`config.mk`:
```
export PLATFORM = sky130hd
export DESIGN_NAME = moxie_issue_ctrl
export DESIGN_NICKNAME = d
export VERILOG_FILES = /design/src/rtl/moxie_issue_ctrl.sv
export SDC_FILE = /design/constraint.sdc
export NUM_CORES = 1
export LEC_CHECK = 0
export CAP_MARGIN = 25
export CORE_ASPECT_RATIO = 0.7
export CORE_MARGIN = 2
export CORE_UTILIZATION = 37
export CTS_BUF_LIST = sky130_fd_sc_hd__clkbuf_16
export DETAILED_ROUTE_END_ITERATION = 16
export MAX_ROUTING_LAYER = met4
export PLACE_DENSITY = 0.72
export SYNTH_ARGS = -nofsm -noshare
export SYNTH_HDL_FRONTEND = slang
export SYNTH_SLANG_ARGS = --single-unit
```
`constraint.sdc`:
```
create_clock -name clk_i -period 1.7 [get_ports clk_i]
set_input_delay 0.17 -clock clk_i [delete_from_list [all_inputs] [get_ports clk_i]]
set_output_delay 0.17 -clock clk_i [all_outputs]
set_load 0.01 [all_outputs]
```
`src/rtl/moxie_issue_ctrl.sv`:
```
// moxie_issue_ctrl: opcode issue controller for the moxie pipeline.
// Walks each accepted instruction through IMM -> MULTI -> MEM -> ISSUE,
// skipping any phase whose microcode class bit is clear.
// Optional feature macro: MOXIE_ISSUE_PERF_EN adds the stall_count_o
// performance counter.
//
// Handshakes (valid/ready): a transfer happens on a rising edge where both
// valid and ready are high. Valid must not depend combinationally on ready;
// once issue_valid_o is raised, opcode/imm/class hold until ex_ready_i.
// flush_i overrides any handshake in the same cycle.
module moxie_issue_ctrl #(
  parameter int MULDIV_CYCLES = 4
) (
  input  logic        clk_i,
  input  logic        rst_i,
  input  logic [7:0]  opcode_i,
  input  logic [2:0]  ucode_i,
  input  logic        op_valid_i,
  output logic        op_ready_o,
  input  logic [31:0] imm_i,
  input  logic        imm_valid_i,
  input  logic        mem_ack_i,
  input  logic        ex_ready_i,
  input  logic        flush_i,
  output logic        issue_valid_o,
  output logic [7:0]  issue_opcode_o,
  output logic [31:0] issue_imm_o,
  output logic [2:0]  issue_class_o,
  output logic        mem_req_o,
  output logic        busy_o,
`ifdef MOXIE_ISSUE_PERF_EN
  output logic [31:0] stall_count_o,
`endif
  output logic [2:0]  dbg_state_o
);

  typedef enum logic [2:0] {
    S_IDLE  = 3'd0,
    S_IMM   = 3'd1,
    S_MULTI = 3'd2,
    S_MEM   = 3'd3,
    S_ISSUE = 3'd4
  } state_t;

  state_t     state_q, state_d;
  logic [4:0] cnt_q;
  logic       accept;
  logic       load_imm;

  // Phase following IMM for a given class.
  function automatic state_t after_imm(input logic [2:0] cls);
    if (cls[1])      return S_MULTI;
    else if (cls[0]) return S_MEM;
    else             return S_ISSUE;
  endfunction

  // Phase following MULTI for a given class.
  function automatic state_t after_multi(input logic [2:0] cls);
    return cls[0] ? S_MEM : S_ISSUE;
  endfunction

  assign busy_o      = (state_q != S_IDLE);
  assign dbg_state_o = state_q;

  // Next-state, acceptance and immediate-capture decisions; flush wins.
  always_comb begin
    state_d    = state_q;
    op_ready_o = 1'b0;
    accept     = 1'b0;
    load_imm   = 1'b0;
    case (state_q)
      S_IDLE: begin
        op_ready_o = ~flush_i;
        if (op_valid_i) begin
          accept  = 1'b1;
          state_d = ucode_i[2] ? S_IMM : after_imm(ucode_i);
        end
      end
      S_IMM: begin
        if (imm_valid_i) begin
          load_imm = 1'b1;
          state_d  = after_imm(issue_class_o);
        end
      end
      S_MULTI: begin
        if (cnt_q == 5'd0) state_d = after_multi(issue_class_o);
      end
      S_MEM: begin
        if (mem_ack_i) state_d = S_ISSUE;
      end
      S_ISSUE: begin
        if (ex_ready_i) state_d = S_IDLE;
      end
      default: state_d = S_IDLE;
    endcase
    if (flush_i) begin
      state_d  = S_IDLE;
      accept   = 1'b0;
      load_imm = 1'b0;
    end
  end

  // State register.
  always_ff @(posedge clk_i or negedge rst_i) begin
    if (!rst_i) state_q <= S_IDLE;
    else        state_q <= state_d;
  end

  // Instruction latches: opcode/class on accept, immediate in IMM.
  always_ff @(posedge clk_i or negedge rst_i) begin
    if (!rst_i) begin
      issue_opcode_o <= 8'd0;
      issue_class_o  <= 3'd0;
      issue_imm_o    <= 32'd0;
    end else if (accept) begin
      issue_opcode_o <= opcode_i;
      issue_class_o  <= ucode_i;
      issue_imm_o    <= 32'd0;
    end else if (load_imm) begin
      issue_imm_o    <= imm_i;
    end
  end

  // Registered strobes derived from the next state, never from raw inputs.
  always_ff @(posedge clk_i or negedge rst_i) begin
    if (!rst_i) begin
      issue_valid_o <= 1'b0;
      mem_req_o     <= 1'b0;
    end else begin
      issue_valid_o <= (state_d == S_ISSUE);
      mem_req_o     <= (state_d == S_MEM);
    end
  end

  // MULTI dwell counter: loaded on entry, counts down to zero.
  always_ff @(posedge clk_i or negedge rst_i) begin
    if (!rst_i) begin
      cnt_q <= 5'd0;
    end else if (state_d == S_MULTI && state_q != S_MULTI) begin
      cnt_q <= 5'(MULDIV_CYCLES - 1);
    end else if (state_q == S_MULTI && cnt_q != 5'd0) begin
      cnt_q <= cnt_q - 5'd1;
    end
  end

`ifdef MOXIE_ISSUE_PERF_EN
  logic issue_hs;
  assign issue_hs = (state_q == S_ISSUE) & ex_ready_i & ~flush_i;

  // Saturating count of busy cycles without an issue handshake.
  always_ff @(posedge clk_i or negedge rst_i) begin
    if (!rst_i) begin
      stall_count_o <= 32'd0;
    end else if (busy_o && !issue_hs && stall_count_o != 32'hFFFF_FFFF) begin
      stall_count_o <= stall_count_o + 32'd1;
    end
  end
`endif

endmodule

```
* After elaboration in Yosys (flattened, before gate mapping) *
Index checks and enable logic that the tools add are counted.

storage, ports and cells
  word-level logic and storage cells = 48
  output and inout bits = 50
  register bits = 53
  input port bits = 50

operators by class
  $add $sub $neg = 1
  mux-type cells = 23
  bitwise operators = 1
  eq/ne operators = 8
  reduce and logical (&&, ||, !) cells = 8

operators with widths
  cell                   number
  $mux W32               2
  $mux W3                11
  $pmux W3 S5            1
  $eq A3 B2 Y1 const B   4
  $mux W5                2
  $mux W1                7
  $eq A3 B3 Y1 const B   2
  $logic_not A5 Y1       1
  $reduce_bool A5 Y1     1
  $sub A5 B1 Y5 const B  1
  $reduce_bool A2 Y1     2
  $eq A3 B1 Y1 const B   1
  $logic_not A3 Y1       1
  $ne A3 B2 Y1 const B   1
  $reduce_bool A3 Y1     1
  $logic_and A1 B1 Y1    2
  $not A1 Y1             1

* Longest topological paths before layout *
  depth after elaboration = 9
  gate-level depth with buffers = 7
  gate-level depth less buffers = 6

* Worst setup path after synthesis *
Ideal clock, no wire load.

  path kind = register -> register
  start = register state_q[0], in the netlist dbg_state_o[0]
  end = register issue_class_o[1]
  arrival = 1696 ps
  stages on the path, launching flop included = 6
  required time = 1572 ps
  period minus slack after synthesis = 1824 ps
  path slack = -124 ps
  path through = dfrtp_1 -> buf_6 -> or4b_4 -> nor2_2 -> buf_4 -> mux2_1

on the way
  cells in the longest elaborated chain, start to end = 3

RTL lines
  item                    line  text
  from (decl)             45    state_t state_q, state_d;
  from (signal assigned)  106   else state_q <= state_d;
  $logic_not A3 Y1        71    case (state_q)
  $mux W1                 71
  $mux W1                 96    if (flush_i) begin
  to (signal assigned)    117   issue_class_o <= ucode_i;
  to (decl)               28    output logic [2:0] issue_class_o,

No other way between the ends.
A chain may end at the register's enable or synchronous reset.

* Worst setup path after layout *
  start = register state_q[0], in the netlist dbg_state_o[0]
  end = register issue_opcode_o[3]

on the way
  cells in the longest elaborated chain, start to end = 3

RTL lines
  item                  line  text
  $logic_not A3 Y1      71
  $mux W1               71
  $mux W1               96
  to (signal assigned)  116   issue_opcode_o <= opcode_i;
  to (decl)             26    output logic [7:0] issue_opcode_o,

No other way between the ends.

==> metrics <==
FILL cells=451; DR pass1 iterations=4; register cell area after layout=1330 µm²; commonest non-fill, non-tap cell in the layout=clkdlybuf4s50_1; area occupied by multi-input gates=952 µm²; first-pass GRT wire length=9510 µm; layout cells sized above 1=22.8%; clock slew at reported path FFs=0.07 ns; clock latency on the worst-skew pair=0.29 ns; Cell Rows=23; CTS Sinks=53; outcome=complete, but fails checks; DR vias/cell=5.21; startpoint type of the worst setup path=flip-flop; ANT nets after route=0; io pins=100; PortBufs=99; register bit total from synthesis=53; Slew Limit Fails=0; post-synth cell types=39; crit path kind=flip-flop to flip-flop; max frequency=0.576 GHz; Mapped Cells=170; total core area=5760 µm²; final setup margin=-0.0364 ns; Setup Viol. Count Final=27; crit path from=dbg_state_o[0]; Final period util=102%; Peak VDD IR=702 µV; DRC=0; vias in the first global route=1897; Root Driver=clkbuf_16; initial antenna violation count=0; failing checks=setup timing; Die Area=6660 µm²; drt initial violations=66; final hold slack=0.396 ns; area grow syn2layout=70.6%; Leak Pwr=1.68 nW; Mapped Nets=222; total routing usage reported by global routing=18.9%; CTS tree=built; die width=96.7 µm; largest net degree at the start of global routing=32; reg2reg end=issue_opcode_o[3]; HP Class=input port to asynchronous set/reset pin; M3 GR Usage=4.84%; final hold violations=0; via count=1922; post-synthesis sequential area ratio=59.6%; Longest Clk Path Bufs=2; GRT overflow=0; layer with the highest usage=met1; Max Cap Viol=0; WL final=5940 µm; GP Congestion=0.815; Yosys warnings=0; CP required=1.87 ns; met2 Use GR=26.8%; power per cell area=1180 nW/µm²; reg2reg path depth=4; htree depth=2; Slew headroom=64.0%; crit-path max FO=9; Post-DP HPWL=4320 µm; Mean Syn Cell Area=13.1 µm²; r2r setup slk=-0.04 ns; most frequent cells in the layout=clkdlybuf4s50_1, dfrtp_1, a22o_1, buf_4, mux2_1; Wirelength per Cell=16.1 µm; ANT cells=0; clock skew=0.00518 ns; cts bufs inserted=5; Total Power=4.50 mW; Worst Max-Slew Pin Slew=0.540 ns; worst flop-to-flop path startpoint=dbg_state_o[0]; crit path DAT=1.91 ns; crit end category=flip-flop; min Tclk post-route=1.74 ns; Die Ht=68.9 µm; RSZ-0062 raised after global routing=yes; routing usage on met1=27.3%; Initial Util=38.7%; Mapped Area=2230 µm²; Layout Nets=345
==> worst max-delay path by stage <==
stage	to	slack [ns]	cells past startpoint
2_1_floorplan	issue_class_o[1]	-0.08	5
3_3_place_gp	issue_opcode_o[5]	-0.20	5
3_5_place_dp	issue_opcode_o[2]	-0.23	5
4_1_cts	issue_opcode_o[0]	-0.05	4
5_1_grt	issue_imm_o[9]	-0.12	6
6_report	issue_opcode_o[3]	-0.04	4
==> worst max-delay path, stage by stage (launching register included) <==
cell,delay (ns)
dfrtp_1,0.42
or4b_4,0.58
nor2_4,0.16
buf_12,0.15
mux2_1,0.31
==> cell families after synthesis <==
group,after synthesis,share of synthesized area [%]
AO/OA/AOI/OAI,51,18.4
XOR/XNOR,4,1.57
adder cells (fa/ha/maj),2,1.12
buffers and inverters,15,3.43
flip-flops,53,59.6
multiplexers,12,6.07
AND/OR/NAND/NOR,33,9.84
==> routing by layer <==
layer  vias up  routed length (µm)
met5         -                   0
met1       947                2970
met3         8                 363
met2        77                2550
li1        890                   -
met4         0                  53
==> cell usage after synthesis (all sizes together) <==
cell,count,area [µm²]
dfrtp,53,1330
a22o,33,289
mux2,12,135
buf,9,53.8
nor2,7,28.8
a31oi,5,31.3
inv,4,15.0
a21oi,3,15.0
nand3,3,15.0
nor4bb,3,30.0
o21ai,3,15.0
xor2,3,26.3
and3,2,12.5
clkbuf,2,7.51
ha,2,25.0
nand2,2,7.51
nand2b,2,12.5
nor2b,2,12.5
nor4b,2,17.5
o21bai,2,15.0
o31ai,2,15.0
or4b,2,23.8
a2111o,1,11.3
a2bb2oi,1,8.76
a41oi,1,8.76
and2,1,8.76
nand4,1,6.26
nor3,1,5.00
nor3b,1,12.5
nor4,1,6.26
or2,1,6.26
or3,1,6.26
or4,1,7.51
xnor2,1,8.76
==> layout make-up <==
cell class	instances	share of cell area, %
clock buffers	5	3.29
clock inverters	3	1.15
inverters	4	0.395
multi-input cells	102	25.1
flip-flops and latches	53	34.9
well taps	75	2.47
repair buffers	127	32.7
==> timing repair <==
item / in CTS / in global routing
pin swaps: 1 / 10
hold endpoints to repair: 22 / 0
buffers inserted: 2 / 1
setup endpoints to repair: 50 / 55
hold buffers: 1 / 0
resized for setup: 15 / 18
gates cloned: 0 / 0
==> where the power goes <==
part	leakage (nW)	switching [mW]	internal (mW)	total, mW
sequential	0.697	0.164	1.52	1.68
combinational	0.896	0.667	1.00	1.67
clock	0.0842	0.448	0.697	1.15
total	1.68	1.28	3.22	4.50
==> state kept, by name (all words and copies together) (netlist names) <==
register / flops
cnt_q: 5
dbg_state_o: 3
issue_class_o: 3
issue_imm_o: 32
issue_opcode_o: 8
issue_valid_o: 1
mem_req_o: 1
==> per-stage QoR <==
stage	cell area [µm²]	util (%)	worst slack, ns	cells	TNS [ns]
detailed placement	3480	60.5	-0.232	357	-9.70
global placement	3480	60.5	-0.198	357	-8.12
CTS	3720	64.7	-0.0534	368	-1.17
global route	3800	66.0	-0.119	369	-4.86
finish	3800	66.0	-0.0364	369	-0.425
floorplan	2240	-	-0.0821	170	-2.35
(Power assumes the default switching activity.)
